--- src/rtl/pc_sequencer_if.sv ---
// Instruction/flag/redirect bundle into the PC sequencer and its fetch-side results.
// The core drives through the master modport; the sequencer receives through slave.
interface pc_sequencer_if #(
  parameter int ADDR_W = 16
);
  logic              instr_valid;
  logic              stall;
  logic              is_branch;
  logic              is_call;
  logic              is_ret;
  logic              imm_valid;
  logic [3:0]        cond;
  logic              flag_z;
  logic              flag_s;
  logic              flag_o;
  logic              flag_c;
  logic              busy;
  logic [ADDR_W-1:0] target;
  logic              redirect_valid;
  logic [ADDR_W-1:0] redirect_pc;

  logic [ADDR_W-1:0] pc;
  logic [ADDR_W-1:0] fetch_addr0;
  logic [ADDR_W-1:0] fetch_addr1;
  logic              taken;
  logic              ras_empty;
  logic              ras_full;
  logic              ras_err;

  modport master (
    output instr_valid, stall, is_branch, is_call, is_ret, imm_valid, cond,
           flag_z, flag_s, flag_o, flag_c, busy, target,
           redirect_valid, redirect_pc,
    input  pc, fetch_addr0, fetch_addr1, taken, ras_empty, ras_full, ras_err
  );

  modport slave (
    input  instr_valid, stall, is_branch, is_call, is_ret, imm_valid, cond,
           flag_z, flag_s, flag_o, flag_c, busy, target,
           redirect_valid, redirect_pc,
    output pc, fetch_addr0, fetch_addr1, taken, ras_empty, ras_full, ras_err
  );
endinterface

--- src/rtl/pc_sequencer.sv ---
// Registered program counter with condition evaluation and a circular return-address stack.
// All outputs come from registers (fetch_addr1 is a pure function of the PC register).
module pc_sequencer #(
  parameter int                   ADDR_W    = 16,
  parameter logic [ADDR_W-1:0]    RESET_PC  = '0,
  parameter int                   RAS_DEPTH = 8
) (
  input logic           clk,
  input logic           rst,
  pc_sequencer_if.slave bus
);

  localparam int PTR_W = (RAS_DEPTH > 1) ? $clog2(RAS_DEPTH) : 1;
  localparam int CNT_W = PTR_W + 1;
  localparam logic [ADDR_W-1:0] ONE       = ADDR_W'(1);
  localparam logic [CNT_W-1:0]  CNT_FULL  = CNT_W'(RAS_DEPTH);
  localparam logic [PTR_W-1:0]  PTR_ONE   = PTR_W'(1);
  localparam logic [CNT_W-1:0]  CNT_ONE   = CNT_W'(1);

  logic [ADDR_W-1:0] pc_q;
  logic              taken_q;
  logic [PTR_W-1:0]  ptr_q;
  logic [CNT_W-1:0]  cnt_q;
  logic              err_q;
  logic [ADDR_W-1:0] ras_mem [RAS_DEPTH];

  logic              accepted;
  logic              cond_ok;
  logic              ras_is_empty;
  logic              ras_is_full;
  logic [ADDR_W-1:0] seq;
  logic [ADDR_W-1:0] ras_top;
  logic [PTR_W-1:0]  ptr_inc;
  logic [PTR_W-1:0]  ptr_dec;

  logic [ADDR_W-1:0] pc_d;
  logic              taken_d;
  logic              push;
  logic              pop;
  logic              err_set;

  assign accepted     = bus.instr_valid & ~bus.stall;
  assign seq          = pc_q + ONE + ADDR_W'(bus.imm_valid);
  assign ras_is_empty = (cnt_q == '0);
  assign ras_is_full  = (cnt_q == CNT_FULL);
  assign ptr_inc      = ptr_q + PTR_ONE;
  assign ptr_dec      = ptr_q - PTR_ONE;
  assign ras_top      = ras_mem[ptr_q];

  always_comb begin
    cond_ok = 1'b0;
    case (bus.cond)
      4'b0000: cond_ok = 1'b1;
      4'b0001: cond_ok = bus.flag_z;
      4'b0010: cond_ok = ~bus.flag_z;
      4'b0011: cond_ok = bus.flag_s ~^ bus.flag_o;
      4'b0100: cond_ok = bus.flag_z | (bus.flag_s ^ bus.flag_o);
      4'b0101: cond_ok = ~bus.flag_z & (bus.flag_s ~^ bus.flag_o);
      4'b0110: cond_ok = bus.flag_s ^ bus.flag_o;
      4'b0111: cond_ok = bus.flag_o;
      4'b1000: cond_ok = bus.busy;
      4'b1001: cond_ok = bus.flag_s;
      4'b1010: cond_ok = ~bus.flag_s;
      4'b1011: cond_ok = ~bus.flag_c;
      4'b1100: cond_ok = bus.flag_z | bus.flag_c;
      4'b1101: cond_ok = ~(bus.flag_z | bus.flag_c);
      4'b1110: cond_ok = bus.flag_c;
      4'b1111: cond_ok = ~bus.flag_o;
      default: cond_ok = 1'b0;
    endcase
  end

  // Redirect beats everything; a return beats branch/call in the same instruction.
  always_comb begin
    pc_d    = pc_q;
    taken_d = taken_q;
    push    = 1'b0;
    pop     = 1'b0;
    err_set = 1'b0;
    if (bus.redirect_valid) begin
      pc_d    = bus.redirect_pc;
      taken_d = 1'b1;
    end else if (accepted) begin
      if (bus.is_ret) begin
        if (ras_is_empty) begin
          pc_d    = seq;
          taken_d = 1'b0;
          err_set = 1'b1;
        end else begin
          pc_d    = ras_top;
          taken_d = 1'b1;
          pop     = 1'b1;
        end
      end else if ((bus.is_branch | bus.is_call) & cond_ok) begin
        pc_d    = bus.target;
        taken_d = 1'b1;
        if (bus.is_call) begin
          push = 1'b1;
          if (ras_is_full) err_set = 1'b1;
        end
      end else begin
        pc_d    = seq;
        taken_d = 1'b0;
      end
    end
  end

  always_ff @(posedge clk) begin
    if (rst) begin
      pc_q    <= RESET_PC;
      taken_q <= 1'b0;
      ptr_q   <= '0;
      cnt_q   <= '0;
      err_q   <= 1'b0;
    end else begin
      pc_q    <= pc_d;
      taken_q <= taken_d;
      if (err_set) err_q <= 1'b1;
      if (push) begin
        ptr_q <= ptr_inc;
        if (!ras_is_full) cnt_q <= cnt_q + CNT_ONE;
      end else if (pop) begin
        ptr_q <= ptr_dec;
        cnt_q <= cnt_q - CNT_ONE;
      end
    end
  end

  // When full, the slot above the top is the oldest entry, so a push overwrites it.
  always_ff @(posedge clk) begin
    if (push && !rst) ras_mem[ptr_inc] <= seq;
  end

  assign bus.pc          = pc_q;
  assign bus.fetch_addr0 = pc_q;
  assign bus.fetch_addr1 = pc_q + ONE;
  assign bus.taken       = taken_q;
  assign bus.ras_empty   = ras_is_empty;
  assign bus.ras_full    = ras_is_full;
  assign bus.ras_err     = err_q;

endmodule
--- src/flat_wrapper.sv ---
// flat-port wrapper written by rule: the top's interface ports become plain ports
module pc_sequencer_flat 
#(
  parameter int                   ADDR_W    = 16,
  parameter logic [ADDR_W-1:0]    RESET_PC  = '0,
  parameter int                   RAS_DEPTH = 8
)
  (clk, rst, bus_instr_valid, bus_stall, bus_is_branch, bus_is_call, bus_is_ret, bus_imm_valid, bus_cond, bus_flag_z, bus_flag_s, bus_flag_o, bus_flag_c, bus_busy, bus_target, bus_redirect_valid, bus_redirect_pc, bus_pc, bus_fetch_addr0, bus_fetch_addr1, bus_taken, bus_ras_empty, bus_ras_full, bus_ras_err);
  pc_sequencer_if #(.ADDR_W(ADDR_W)) bus_i ();
  input logic clk;
  input logic rst;
  input wire logic [$bits(bus_i.instr_valid)-1:0] bus_instr_valid;
  input wire logic [$bits(bus_i.stall)-1:0] bus_stall;
  input wire logic [$bits(bus_i.is_branch)-1:0] bus_is_branch;
  input wire logic [$bits(bus_i.is_call)-1:0] bus_is_call;
  input wire logic [$bits(bus_i.is_ret)-1:0] bus_is_ret;
  input wire logic [$bits(bus_i.imm_valid)-1:0] bus_imm_valid;
  input wire logic [$bits(bus_i.cond)-1:0] bus_cond;
  input wire logic [$bits(bus_i.flag_z)-1:0] bus_flag_z;
  input wire logic [$bits(bus_i.flag_s)-1:0] bus_flag_s;
  input wire logic [$bits(bus_i.flag_o)-1:0] bus_flag_o;
  input wire logic [$bits(bus_i.flag_c)-1:0] bus_flag_c;
  input wire logic [$bits(bus_i.busy)-1:0] bus_busy;
  input wire logic [$bits(bus_i.target)-1:0] bus_target;
  input wire logic [$bits(bus_i.redirect_valid)-1:0] bus_redirect_valid;
  input wire logic [$bits(bus_i.redirect_pc)-1:0] bus_redirect_pc;
  output wire logic [$bits(bus_i.pc)-1:0] bus_pc;
  output wire logic [$bits(bus_i.fetch_addr0)-1:0] bus_fetch_addr0;
  output wire logic [$bits(bus_i.fetch_addr1)-1:0] bus_fetch_addr1;
  output wire logic [$bits(bus_i.taken)-1:0] bus_taken;
  output wire logic [$bits(bus_i.ras_empty)-1:0] bus_ras_empty;
  output wire logic [$bits(bus_i.ras_full)-1:0] bus_ras_full;
  output wire logic [$bits(bus_i.ras_err)-1:0] bus_ras_err;
  assign bus_i.instr_valid = bus_instr_valid;
  assign bus_i.stall = bus_stall;
  assign bus_i.is_branch = bus_is_branch;
  assign bus_i.is_call = bus_is_call;
  assign bus_i.is_ret = bus_is_ret;
  assign bus_i.imm_valid = bus_imm_valid;
  assign bus_i.cond = bus_cond;
  assign bus_i.flag_z = bus_flag_z;
  assign bus_i.flag_s = bus_flag_s;
  assign bus_i.flag_o = bus_flag_o;
  assign bus_i.flag_c = bus_flag_c;
  assign bus_i.busy = bus_busy;
  assign bus_i.target = bus_target;
  assign bus_i.redirect_valid = bus_redirect_valid;
  assign bus_i.redirect_pc = bus_redirect_pc;
  assign bus_pc = bus_i.pc;
  assign bus_fetch_addr0 = bus_i.fetch_addr0;
  assign bus_fetch_addr1 = bus_i.fetch_addr1;
  assign bus_taken = bus_i.taken;
  assign bus_ras_empty = bus_i.ras_empty;
  assign bus_ras_full = bus_i.ras_full;
  assign bus_ras_err = bus_i.ras_err;
  pc_sequencer #(.ADDR_W(ADDR_W), .RESET_PC(RESET_PC), .RAS_DEPTH(RAS_DEPTH)) u_core (.clk(clk), .rst(rst), .bus(bus_i));
endmodule
--- config.mk ---
export PLATFORM = sky130hd
export DESIGN_NAME = pc_sequencer_flat
export DESIGN_NICKNAME = d
export VERILOG_FILES = /design/src/rtl/pc_sequencer_if.sv /design/src/rtl/pc_sequencer.sv /design/src/flat_wrapper.sv
export SDC_FILE = /design/constraint.sdc
export NUM_CORES = 1
export LEC_CHECK = 0
export ABC_AREA = 1
export BUFFER_PORTS_ARGS = -buffer_cell sky130_fd_sc_hd__buf_2
export CORE_MARGIN = 2
export CORE_UTILIZATION = 45
export CTS_CLUSTER_SIZE = 30
export DETAILED_ROUTE_END_ITERATION = 8
export PLACE_DENSITY = 0.74
export SLEW_MARGIN = 20
export SYNTH_ARGS = -nofsm -noshare
export SYNTH_HDL_FRONTEND = slang
export SYNTH_SLANG_ARGS = --single-unit
--- constraint.sdc ---
create_clock -name clk -period 6.1 [get_ports clk]
set_input_delay 0.305 -clock clk [delete_from_list [all_inputs] [get_ports clk]]
set_output_delay 0.305 -clock clk [all_outputs]
set_load 0.02 [all_outputs]
==> results_dict.tcl <==
set metrics [dict create \
    status "completed" \
    ios 102 \
    yosys_warnings 0 \
    antenna_found_initial 0 \
    clk_pin_slew_worst_paths_ns 0.06 \
    setup_violations 0 \
    yosys.area.top_type "edfxtp_1" \
    via_per_inst 5.60 \
    netlist_area_um2 7650 \
    numCtsBuffers 17 \
    swShare_pct 26.9 \
    die_area_um2 18100 \
    fin_setup_tns_ns 0 \
    fin_skew_ns 0.00893 \
    clock_sinks 156 \
    num_vias 6193 \
    seqPwrFrac_pct 46.5 \
    drive_gt1_share_pct 19.8 \
    nNetsFinal 930 \
    relSlewSlack_pct 27.8 \
    timing.fmax_mhz 369 \
    wl_um 20400 \
    clkPwrFrac_pct 40.9 \
    pwr_density_cell_nw_per_um2 292 \
    diodes 0 \
    p_int_uw 1900 \
    worstPathArrival_ns 3.07 \
    synthToLayoutAreaGrowth_pct 16.3 \
    port_buffers 101 \
    rsz0062_at_grt "no" \
    synth_top_area_share_pct 50.2 \
    die_h_um 134 \
    synth_cells 787 \
    switchingPower_uw 700 \
    finalCritPeriodShare_pct 44.4 \
    gp_congestion 0.905 \
    initial_core_util_pct 46.1 \
    ys_ff_latch 156 \
    hpwl_um 13000 \
    cap_viol_max_count 0 \
    combPwrFrac_pct 12.6 \
    die_x_um 134 \
    clk_latency_ns 0.43 \
    peakVddDrop_mv 0.179 \
    ctsResizeCount 0 \
    utilization_pct 53.6 \
    slew_violations 0 \
    cts_tree "done" \
    holdBufCountCts 0 \
    grt_pass1_wl_um 31500 \
    grt_max_degree 65 \
    hold_viol 0 \
    worstMarginPinSlew_ns 1.08 \
    period_minus_slack_ns 2.71 \
    design_area_um2 8900 \
    synth_cell_types 36 \
    drt_iter0_drc 719 \
    cp-end-kind "register" \
    mostFrequentLayoutCells "edfxtp_1, nor2_1, buf_2, nand2_1, o21ai_0" \
    synth_area_leaders "edfxtp_1, dfxtp_1, nor2_1" \
    syn_avg_cell_area_um2 9.72 \
    critPathRequiredTime_ns 6.46 \
    cellLeakagePower_uw 0.00352 \
    cts_root_buf "clkbuf_16" \
    grt_use_total_pct 23.1 \
    ys_seq_area_share_pct 57.6 \
    cts_setup_buffers 0 \
    layout_commonest_cell "edfxtp_1" \
    ant_nets 0 \
    wl_per_cell_um 18.5 \
    critPathKind "register to register" \
    rows 47 \
    synth_nets 844 \
    crit_fanout 9 \
    fin_total_pwr_uw 2600 \
    grt_pass1_vias 5785 \
    clockBufferDepth 2 \
    startpoint_type "register" \
    grt_overflow_total 0 \
    core_um2 16600 \
    hold_path_class "primary input to register" \
    placed_cell_area_um2 8290 \
    drc 0 \
    first_pass_iters 5 \
    htreeDepth 4 \
]
kinds of logic after synthesis:
group / share of synthesized area (%)
xor gates and xnor gates: 2.99
buffers and inverters: 7.28
AOI/OAI and AO/OA: 14.1
and+or+nand+nor: 16.9
adders and majority gates: 1.14
DFF: 57.6
synth_stat cells (all sizes together):
master and n:
or2 3, o311ai 1, o211ai 12, clkbuf 30, buf 17, clkinv 2
xnor2 5, nor4 2, nand4 10, nand2 101, dfxtp 28, ha 7
a21oi 26, nor3 8, o21bai 4, o21ai 84, nand3 39, inv 83
nor2 134, xor2 16, o221ai 36, o22ai 11, edfxtp 128
cell type report:
class                      instances  area (um2)
inverter                          85         319
multi-input combinational        499        2690
tap                              220         275
fill                            1436        7690
timing repair buffer             114         603
sequential                       156        4410
clock buffer                      20         479
clock inverter                    12         125
power by group through the flow:
stage	logic, uW	registers (uW)	clock network (uW)
floorplan	205	1240	0
global route	355	1210	1110
finish	327	1210	1060
detailed placement	321	1230	0
CTS	323	1210	1070
global placement	316	1230	0
routing by layer:
metal / up-vias / routed length (um) / GRT usage [%]
li1: 2915 / - / -
met1: 2913 / 8130 / 29.4
met2: 319 / 9740 / 38.1
met5: - / 0 / 0
met3: 46 / 2070 / 6.20
met4: 0 / 493 / 8.54
worst paths after layout:
kind | startpoint | to | slack, ns | cells after the start
hold / removal | rst | u_core.bus.fetch_addr0[15] | 0.15 | 2
setup / recovery | u_core.bus.fetch_addr0[1] | u_core.bus.fetch_addr0[11] | 3.39 | 13
hold reg to reg | u_core.bus.ras_err | u_core.bus.ras_err | 0.49 | 2
setup reg to reg | u_core.bus.fetch_addr0[1] | u_core.bus.fetch_addr0[11] | 3.39 | 13
sequential cells by signal, indices dropped and copies added (netlist names), named ones only:
signal,cells
u_core.ras_mem,128
u_core.bus.fetch_addr0,16
u_core.cnt_q,4
u_core.ptr_q,3
u_core.bus.ras_err,1
u_core.bus.taken,1
critical path, cell delays in order, from the launching register on:
cell and delay [ns]:
dfxtp_1 0.48, ha_1 0.25, nand2_1 0.09, nor2_2 0.20, nand2_1 0.09, xor2_1 0.44, nand2_1 0.16, nor2_2 0.20
nand4_1 0.10, nand2_1 0.30, nand2_1 0.08, nand2_1 0.08, nand2_1 0.06, a21oi_2 0.11
metrics by stage:
step / hold WS (ns) / setup WS, ns / cells
after floorplan: 0.367 / 3.51 / 787
after global placement: 0.449 / 3.45 / 1074
after detailed placement: 0.475 / 3.39 / 1074
after CTS: 0.143 / 3.44 / 1106
after global routing: 0.151 / 3.09 / 1106
final: 0.148 / 3.39 / 1106
Power figures use the tool's default switching activity.
